--- src/rtl/corg_pkg.sv ---
// Shared definitions for the instruction-memory loader slice.
// Holds the loader FSM state type and the default memory geometry.
package corg_pkg;

    localparam int unsigned IMEM_ADDR_W = 8;
    localparam int unsigned INSTR_W     = 16;

    typedef enum logic [2:0] {
        StIdle   = 3'd0,
        StLenHi  = 3'd1,
        StLenLo  = 3'd2,
        StDataHi = 3'd3,
        StDataLo = 3'd4,
        StDone   = 3'd5,
        StErr    = 3'd6
    } loader_state_t;

endpackage

--- src/rtl/imem_loader_if.sv ---
// Loader bundle: control (start), byte stream (valid/ready/data), instruction
// memory write port and status outputs.
//   master : loader side (drives ready, write port and status)
//   slave  : environment side (drives start and the byte stream)
interface imem_loader_if
    import corg_pkg::*;
#(
    parameter int unsigned ADDR_W = IMEM_ADDR_W,
    parameter int unsigned DATA_W = INSTR_W
);

    logic              start;
    logic              byte_valid;
    logic [7:0]        byte_data;
    logic              byte_ready;
    logic              mem_we;
    logic [ADDR_W-1:0] mem_addr;
    logic [DATA_W-1:0] mem_wdata;
    logic              cpu_hold;
    logic              busy;
    logic              done;
    logic              error;

    modport master (
        input  start, byte_valid, byte_data,
        output byte_ready, mem_we, mem_addr, mem_wdata, cpu_hold, busy, done, error
    );

    modport slave (
        output start, byte_valid, byte_data,
        input  byte_ready, mem_we, mem_addr, mem_wdata, cpu_hold, busy, done, error
    );

endinterface

--- src/rtl/imem_loader_byte_pair_packer.sv ---
// Latches the high byte of an instruction and presents {hi, lo} combinationally.
//   clk, rst   : clock and synchronous active-high reset
//   load_hi_i  : capture byte_i as the high byte
//   byte_i     : stream byte (high byte when loading, low byte otherwise)
//   word_o     : {latched high byte, byte_i}
module byte_pair_packer (
    input  logic        clk,
    input  logic        rst,
    input  logic        load_hi_i,
    input  logic [7:0]  byte_i,
    output logic [15:0] word_o
);

    logic [7:0] hi_q, hi_d;

    always_comb begin
        hi_d = hi_q;
        if (load_hi_i) begin
            hi_d = byte_i;
        end
    end

    always_ff @(posedge clk) begin
        if (rst) begin
            hi_q <= 8'h00;
        end else begin
            hi_q <= hi_d;
        end
    end

    assign word_o = {hi_q, byte_i};

endmodule

--- src/rtl/imem_loader.sv ---
// Program loader: parses a length-prefixed big-endian byte stream, packs byte
// pairs into instructions and writes them to consecutive words from 0.
//   clk, rst : clock and synchronous active-high reset
//   bus      : start, byte stream (valid/ready/data), memory write port
//              (mem_we/mem_addr/mem_wdata) and status (cpu_hold/busy/done/error)
module imem_loader
    import corg_pkg::*;
#(
    parameter int unsigned ADDR_W = IMEM_ADDR_W,
    parameter int unsigned DATA_W = INSTR_W
) (
    input  logic          clk,
    input  logic          rst,
    imem_loader_if.master bus
);

    // Counter is one bit wider than the address so a full 2^ADDR_W load ends
    // without wrapping.
    localparam int unsigned     CntW   = ADDR_W + 1;
    localparam logic [16:0]     LenMax = 17'(1) << ADDR_W;
    localparam logic [CntW-1:0] CntOne = CntW'(1);

    loader_state_t     state_q, state_d;
    logic [7:0]        len_hi_q, len_hi_d;
    logic [CntW-1:0]   len_q, len_d;
    logic [CntW-1:0]   cnt_q, cnt_d;
    logic              we_q, we_d;
    logic [ADDR_W-1:0] addr_q, addr_d;
    logic [DATA_W-1:0] wdata_q, wdata_d;

    logic              in_load;
    logic              accept;
    logic              load_hi;
    logic [15:0]       len_full;
    logic [15:0]       word;
    logic [CntW-1:0]   cnt_inc;

    assign in_load  = (state_q == StLenHi) || (state_q == StLenLo) ||
                      (state_q == StDataHi) || (state_q == StDataLo);
    assign accept   = bus.byte_valid && in_load;
    assign load_hi  = accept && (state_q == StDataHi);
    assign len_full = {len_hi_q, bus.byte_data};
    assign cnt_inc  = cnt_q + CntOne;

    byte_pair_packer u_packer (
        .clk       (clk),
        .rst       (rst),
        .load_hi_i (load_hi),
        .byte_i    (bus.byte_data),
        .word_o    (word)
    );

    always_comb begin
        state_d  = state_q;
        len_hi_d = len_hi_q;
        len_d    = len_q;
        cnt_d    = cnt_q;
        we_d     = 1'b0;
        addr_d   = addr_q;
        wdata_d  = wdata_q;

        unique case (state_q)
            StIdle, StDone, StErr: begin
                if (bus.start) begin
                    state_d = StLenHi;
                    cnt_d   = '0;
                end
            end
            StLenHi: begin
                if (accept) begin
                    len_hi_d = bus.byte_data;
                    state_d  = StLenLo;
                end
            end
            StLenLo: begin
                if (accept) begin
                    if (len_full == 16'h0000) begin
                        state_d = StDone;
                    end else if ({1'b0, len_full} > LenMax) begin
                        state_d = StErr;
                    end else begin
                        len_d   = len_full[CntW-1:0];
                        state_d = StDataHi;
                    end
                end
            end
            StDataHi: begin
                if (accept) begin
                    state_d = StDataLo;
                end
            end
            StDataLo: begin
                if (accept) begin
                    we_d    = 1'b1;
                    addr_d  = cnt_q[ADDR_W-1:0];
                    wdata_d = DATA_W'(word);
                    cnt_d   = cnt_inc;
                    state_d = (cnt_inc == len_q) ? StDone : StDataHi;
                end
            end
            default: begin
                state_d = StIdle;
            end
        endcase
    end

    always_ff @(posedge clk) begin
        if (rst) begin
            state_q  <= StIdle;
            len_hi_q <= 8'h00;
            len_q    <= '0;
            cnt_q    <= '0;
            we_q     <= 1'b0;
            addr_q   <= '0;
            wdata_q  <= '0;
        end else begin
            state_q  <= state_d;
            len_hi_q <= len_hi_d;
            len_q    <= len_d;
            cnt_q    <= cnt_d;
            we_q     <= we_d;
            addr_q   <= addr_d;
            wdata_q  <= wdata_d;
        end
    end

    assign bus.byte_ready = in_load;
    assign bus.busy       = in_load;
    assign bus.cpu_hold   = in_load;
    assign bus.done       = (state_q == StDone);
    assign bus.error      = (state_q == StErr);
    assign bus.mem_we     = we_q;
    assign bus.mem_addr   = addr_q;
    assign bus.mem_wdata  = wdata_q;

endmodule

--- src/flat_wrapper.sv ---
// flat-port wrapper written by rule: the top's interface ports become plain ports
module imem_loader_flat import corg_pkg::*;
#(
    parameter int unsigned ADDR_W = IMEM_ADDR_W,
    parameter int unsigned DATA_W = INSTR_W
)
  (clk, rst, bus_start, bus_byte_valid, bus_byte_data, bus_byte_ready, bus_mem_we, bus_mem_addr, bus_mem_wdata, bus_cpu_hold, bus_busy, bus_done, bus_error);
  imem_loader_if #(.ADDR_W(ADDR_W), .DATA_W(DATA_W)) bus_i ();
  input  logic clk;
  input  logic rst;
  input wire logic [$bits(bus_i.start)-1:0] bus_start;
  input wire logic [$bits(bus_i.byte_valid)-1:0] bus_byte_valid;
  input wire logic [$bits(bus_i.byte_data)-1:0] bus_byte_data;
  output wire logic [$bits(bus_i.byte_ready)-1:0] bus_byte_ready;
  output wire logic [$bits(bus_i.mem_we)-1:0] bus_mem_we;
  output wire logic [$bits(bus_i.mem_addr)-1:0] bus_mem_addr;
  output wire logic [$bits(bus_i.mem_wdata)-1:0] bus_mem_wdata;
  output wire logic [$bits(bus_i.cpu_hold)-1:0] bus_cpu_hold;
  output wire logic [$bits(bus_i.busy)-1:0] bus_busy;
  output wire logic [$bits(bus_i.done)-1:0] bus_done;
  output wire logic [$bits(bus_i.error)-1:0] bus_error;
  assign bus_i.start = bus_start;
  assign bus_i.byte_valid = bus_byte_valid;
  assign bus_i.byte_data = bus_byte_data;
  assign bus_byte_ready = bus_i.byte_ready;
  assign bus_mem_we = bus_i.mem_we;
  assign bus_mem_addr = bus_i.mem_addr;
  assign bus_mem_wdata = bus_i.mem_wdata;
  assign bus_cpu_hold = bus_i.cpu_hold;
  assign bus_busy = bus_i.busy;
  assign bus_done = bus_i.done;
  assign bus_error = bus_i.error;
  imem_loader #(.ADDR_W(ADDR_W), .DATA_W(DATA_W)) u_core (.clk(clk), .rst(rst), .bus(bus_i));
endmodule
--- config.mk ---
export PLATFORM = sky130hd
export DESIGN_NAME = imem_loader_flat
export DESIGN_NICKNAME = d
export VERILOG_FILES = /design/src/rtl/corg_pkg.sv /design/src/rtl/imem_loader_if.sv /design/src/rtl/imem_loader_byte_pair_packer.sv /design/src/rtl/imem_loader.sv /design/src/flat_wrapper.sv
export SDC_FILE = /design/constraint.sdc
export NUM_CORES = 1
export LEC_CHECK = 0
export CELL_PAD_IN_SITES_DETAIL_PLACEMENT = 1
export CELL_PAD_IN_SITES_GLOBAL_PLACEMENT = 1
export CORE_UTILIZATION = 35
export DETAILED_ROUTE_END_ITERATION = 6
export PLACE_DENSITY_LB_ADDON = 0.15
export SYNTH_ARGS = -nofsm -noshare
export SYNTH_HDL_FRONTEND = slang
export SYNTH_SLANG_ARGS = --single-unit
--- constraint.sdc ---
create_clock -name clk -period 1.7 [get_ports clk]
set_clock_uncertainty 0.1 [all_clocks]
set_input_delay 0.34 -clock clk [delete_from_list [all_inputs] [get_ports clk]]
set_output_delay 0.34 -clock clk [all_outputs]
set_load 0.01 [all_outputs]
==> results.yml, run 1 <==
critical_path:
  crit_type: "flop to flop"
  cp-startpoint: "u_core.cnt_q[0]"
  crit_path_end_kind: "flop"
  crit_path_end: "u_core.state_q[2]"
  rr_worst_depth: 6
  arrival_ns: 1.90
  worstSetupStartpointType: "flop"
  r2r_end: "u_core.state_q[2]"
  regToRegSetupSlack_ns: -0.04
  r2r-start: "u_core.cnt_q[0]"
  cp.required_ns: 1.85
  worstPathMaxFanout: 6
logic_synthesis:
  ys_top_cells_by_area: "dfxtp_1 (45%), nand2_1 (13%), a21oi_1 (9.2%)"
  synth-compound-area-share: 0.166
  synth-xor-area-share: 0.0410
  synthArstFlopShare: 0
  syn-num-nets: 367
  synthMostInstantiatedCell: "nand2_1"
  ys_seq_elements: 62
  synth_warnings: 0
  synth_top_family_by_area: "simple AND/OR/NAND/NOR gates"
  synth.top_cell.area_share: 0.447
  ys_seq_area_frac: 0.447
  yosysUniqueCellTypes: 44
  yosysTopAreaCell: "dfxtp_1"
  synth_ff_type: "dfxtp_1"
  synth.cell_area_sq_mm: 0.00278
  synth_area_per_cell_sq_um: 7.85
  syn_inst: 354
  yosys.area_share.adder: 0.00450
  synth_edf_count: 0
  yosys.area_share.simple: 0.255
  ys_top_cells_by_count: "nand2_1 (94), dfxtp_1 (62), a21oi_1 (51)"
  synthMuxAreaShare: 0.0365
timing:
  setup_viol: 3
  rsz0062_at_grt: "true"
  fin_crit_ns: 1.74
  maxSlewViolCount: 0
  finalCritPeriodShare: 1.03
  holdWs_ns: 0.274
  tightest_slew_ns: 0.627
  max_freq_mhz: 573
  slew_headroom: 0.582
  setup_ws_ns: -0.0447
  hold_viol_final: 0
final_layout:
  diodes: 0
  seq_area_sq_mm: 0.00126
  fillCellCount: 921
  layout-drive-gt1-share: 0.303
  final_util: 0.549
  finalNonFillerCells: 560
  areaGrowthSynthToFinish_pct: 51.9
  nets: 467
  multiInputGateArea_sq_mm: 0.00160
clock_network:
  cts_root_buf: "clkbuf_8"
  clock-sinks: 62
  cts_tree: "done"
  clk_latency_ns: 0.35
  htreeDepth: 3
  cts.path.max_buffers: 2
  clk_pin_slew_ns: 0.07
  hold_buffers: 0
  cts_made_buffers: 9
grt:
  grt_max_degree: 60
  grt_pass1_wl_um: 15500
  antenna_found_initial: 0
  overflow: 0
  grt_pass1_vias: 3002
  busiest_layer: "met2"
  gr-usage-met2: 0.413
  grtUsageMet1: 0.301
  grt_use_met3: 0.0444
  grt.total_usage: 0.241
floorplanning:
  core_sq_mm: 0.00769
  die_area_sq_mm: 0.00830
  die_h_um: 91.1
  boundaryPins: 42
  rows: 32
  initial_utilization: 0.361
  die_w_um: 91.1
hold_path:
  hold_class: "primary input to flop"
power:
  power.density_mw_per_mm2: 906
  p_total_mw: 3.82
  peakVddDrop_mv: 0.408
  p_leak_nw: 1.95
outcome:
  violations: "setup timing"
  status: "complete, but fails checks"
place:
  dp_hpwl_um: 6250
  routabilityCongestion: 0.752
  port_buffers: 41
  dp_cells: 531
job:
  timing.max_cap.violations: 0
route:
  wirelength_um: 9590
  wire_per_inst_um: 17.1
  num_vias: 2901
  vias_per_cell: 5.18
  drc: 0
  first_pass_iters: 4
  drt_iter0_drc: 127
  antenna_left: 0
-- flip-flops by register name, indices dropped and copies added (netlist names) --
signal / count
u_core.len_q: 9
u_core.u_packer.hi_q: 8
u_core.state_q: 3
u_core.len_hi_q: 8
u_core.bus.mem_we: 1
u_core.bus.mem_addr: 8
u_core.cnt_q: 9
u_core.bus.mem_wdata: 16
-- kinds of logic after synthesis --
logic type                 Yosys count
and+or+nand+nor                    161
AOI/OAI and AO/OA                   80
DFF                                 62
buffers and inverters               27
xor gates and xnor gates            13
muxes                               10
adders and majority gates            1
-- worst max-delay path, stage by stage (launching register included) --
cell and delay (ns):
dfxtp_2 0.36, ha_4 0.21, nand2b_4 0.07, o211ai_1 0.20, a31oi_2 0.14, or3_1 0.35, o32ai_2 0.22
-- how the worst min path moves through the flow --
stage | startpoint | slack (ns) | cells after the start | end
2_1_floorplan | u_core.u_packer.hi_q[2] | 0.33 | 2 | u_core.bus.mem_wdata[10]
4_1_cts | rst | 0.27 | 3 | u_core.bus.mem_we
6_report | rst | 0.27 | 3 | u_core.bus.mem_we
3_5_place_dp | u_core.u_packer.hi_q[4] | 0.35 | 2 | u_core.u_packer.hi_q[4]
3_3_place_gp | u_core.bus.mem_addr[0] | 0.34 | 2 | u_core.bus.mem_addr[0]
5_1_grt | rst | 0.28 | 3 | u_core.bus.mem_we
-- what timing repair did --
action	in CTS	in global routing
endpoints found under the setup margin	27	42
gates resized for setup	63	62
gates cloned	1	0
pin swaps	16	9
buffers inserted	12	3
-- per-stage QoR --
stage,setup TNS (ns),worst slack (ns),instance area [sq um]
after detailed placement,-20.32,-0.615,3640
after global placement,-17.29,-0.577,3640
final,-0.0803,-0.0447,4220
after CTS,-0.263,-0.0759,4120
after floorplan,0,0.0287,2780
after global routing,-0.737,-0.138,4220
-- metal layers --
layer / share of wire / wire length (um)
met5: 0 / 0
met4: 0.020 / 190
met3: 0.030 / 283
met2: 0.50 / 4800
met1: 0.45 / 4320
-- layout make-up --
type	count	share of cell area
clock inverter	3	0.0101
multi-input combinational	265	0.378
sequential	62	0.298
clock buffer	12	0.0391
inverter	4	0.00356
tap	102	0.0302
timing repair buffer	112	0.241
-- layout by cell type, fill, tap and decap left out, drive strengths merged, types with 3 or more instances in the layout --
cell,count
clkdlybuf4s50,8
o21ai,10
nor4,3
and2,4
dfxtp,62
or3,6
nand2,94
and3,4
inv,4
nand4,5
nor2,23
nand3,8
xor2,3
buf,73
clkbuf,19
nor3,4
dlymetal6s2s,17
xnor2,10
a31oi,3
clkdlybuf4s15,5
a21oi,51
nand2b,4
mux2i,9
-- power by group --
part / leakage [nW] / internal (mW) / switching [mW] / total (mW)
sequential: 0.506 / 1.51 / 0.0494 / 1.56
clock: 0.104 / 0.787 / 0.588 / 1.37
combinational: 1.34 / 0.451 / 0.438 / 0.890
total: 1.95 / 2.75 / 1.08 / 3.82
No activity file was read; power rests on OpenSTA's default activity.
==> inputs of run 2 (changes only) <==
Settings changed: CTS_BUF_LIST from default to sky130_fd_sc_hd__clkbuf_16, GPL_ROUTABILITY_DRIVEN from default to 1.
==> results.yml, run 2 (synthesis gave the netlist of run 1 again) <==
outcome:
  status: "complete, but fails checks"
  violations: "setup timing"
timing:
  fin_crit_ns: 1.79
  setup_ws_ns: -0.0910
  slew_headroom: 0.582
  maxSlewViolCount: 0
  max_freq_mhz: 558
  tightest_slew_ns: 0.628
  rsz0062_at_grt: "true"
  finalCritPeriodShare: 1.05
  hold_viol_final: 0
  setup_viol: 11
place:
  routabilityCongestion: 0.752
  dp_hpwl_um: 6250
  dp_cells: 531
  port_buffers: 41
hold_path:
  hold_class: "primary input to flop"
clock_network:
  cts_made_buffers: 9
  clock-sinks: 62
  cts.path.max_buffers: 2
  clk_latency_ns: 0.32
  htreeDepth: 3
  hold_buffers: 0
  cts_tree: "done"
  clk_pin_slew_ns: 0.05
  cts_root_buf: "clkbuf_16"
final_layout:
  areaGrowthSynthToFinish_pct: 49.6
  layout-drive-gt1-share: 0.274
  fillCellCount: 922
  most-common-layout-cells: "nand2_1 (94), buf_4 (55), dfxtp_1 (53), a21oi_1 (51), clkdlybuf4s50_1 (24)"
  largest_reg_flops: 16
  nets: 461
  diodes: 0
  layout.cells.most_common: "nand2_1"
  finalNonFillerCells: 554
power:
  swShare: 0.262
  p_comb_frac: 0.200
  p_total_mw: 4.10
  p_leak_nw: 1.65
  sequentialPowerShare: 0.379
  intPower_mw: 3.03
  peakVddDrop_mv: 0.581
  power.density_mw_per_mm2: 988
  p_clk_frac: 0.421
  p_sw_mw: 1.08
critical_path:
  crit_buf_inv: 1
  cp.required_ns: 1.78
  worstPathMaxFanout: 4
  crit_chain: "nor4_4 > and3b_1 > nand4_1 > clkbuf_16 > mux2i_1 > nor2_1"
  arrival_ns: 1.87
  critPathMaxStageDelay_ns: 0.33
  slowest_stage: "dfxtp_2"
  critPathTopFamily: "simple AND/OR/NAND/NOR gates"
  worstSetupStartpointType: "flop"
  crit_path_end_kind: "flop"
  crit_type: "flop to flop"
grt:
  grt_max_degree: 60
  antenna_found_initial: 0
  overflow: 0
  grt.total_usage: 0.227
  grt_pass1_wl_um: 14700
  grt_pass1_vias: 2936
floorplanning:
  boundaryPins: 42
  rows: 32
  core_sq_mm: 0.00769
  die_w_um: 91.1
  die_area_sq_mm: 0.00830
  die_h_um: 91.1
  initial_utilization: 0.361
route:
  first_pass_iters: 4
  wire_per_inst_um: 16.7
  wirelength_um: 9240
  num_vias: 2855
  drc: 0
  antenna_left: 0
  vias_per_cell: 5.15
  drt_iter0_drc: 134
job:
  timing.max_cap.violations: 0
run 2: per-stage QoR:
stage | setup WS, ns | TNS (ns) | hold WS [ns] | util | instance area (sq um)
after floorplan | 0.0287 | 0 | 0.332 | - | 2780
after global placement | -0.577 | -17.29 | 0.343 | 0.474 | 3640
after detailed placement | -0.615 | -20.32 | 0.351 | 0.474 | 3640
after CTS | -0.0486 | -0.490 | 0.294 | 0.522 | 4010
after global routing | -0.180 | -1.90 | 0.317 | 0.541 | 4160
final | -0.0910 | -0.510 | 0.296 | 0.541 | 4160
run 2: worst reg2reg max path, stage by stage (launching register included):
cell       delay [ns]
dfxtp_2          0.33
nor4_4           0.29
and3b_1          0.21
nand4_1          0.23
clkbuf_16        0.24
mux2i_1          0.17
nor2_1           0.07
run 2: path summary, 6_finish.rpt:
| check | start | to | slack, ns | cells after the start |
|---|---|---|---|---|
| min | rst | u_core.state_q[0] | 0.30 | 3 |
| min reg2reg | u_core.u_packer.hi_q[4] | u_core.bus.mem_wdata[12] | 0.36 | 2 |
| max | u_core.len_hi_q[6] | u_core.len_q[1] | -0.09 | 6 |
| max reg2reg | u_core.len_hi_q[6] | u_core.len_q[1] | -0.09 | 6 |
run 2: area by class of cell:
class / count / area (sq um) / share of cell area
clock buffer: 9 / 225 / 0.0542
clock inverter: 6 / 53.8 / 0.0129
inverter: 4 / 15.0 / 0.00361
multi-input combinational: 265 / 1560 / 0.375
sequential: 62 / 1250 / 0.301
tap: 102 / 128 / 0.0307
timing repair buffer: 106 / 923 / 0.222
run 2: power by group through the flow:
stage	registers [mW]	logic, mW	clock network [mW]
2_1_floorplan	1.56	0.390	0
6_report	1.55	0.820	1.73
4_1_cts	1.54	0.726	1.76
3_5_place_dp	1.57	0.700	0
3_3_place_gp	1.56	0.684	0
5_1_grt	1.56	0.884	1.84
run 2: timing repair:
| action | CTS | global route |
|---|---|---|
| setup buffers | 1 | 6 |
| pin swaps | 8 | 16 |
| setup endpoints to repair | 26 | 27 |
| gates resized for setup | 38 | 51 |
| gates cloned | 0 | 1 |
run 2: metal layers:
metal  track usage  wire length (um)
met1         0.291              4270
met2         0.389              4630
met3        0.0310               249
met4        0.0794                84
met5             0                 0
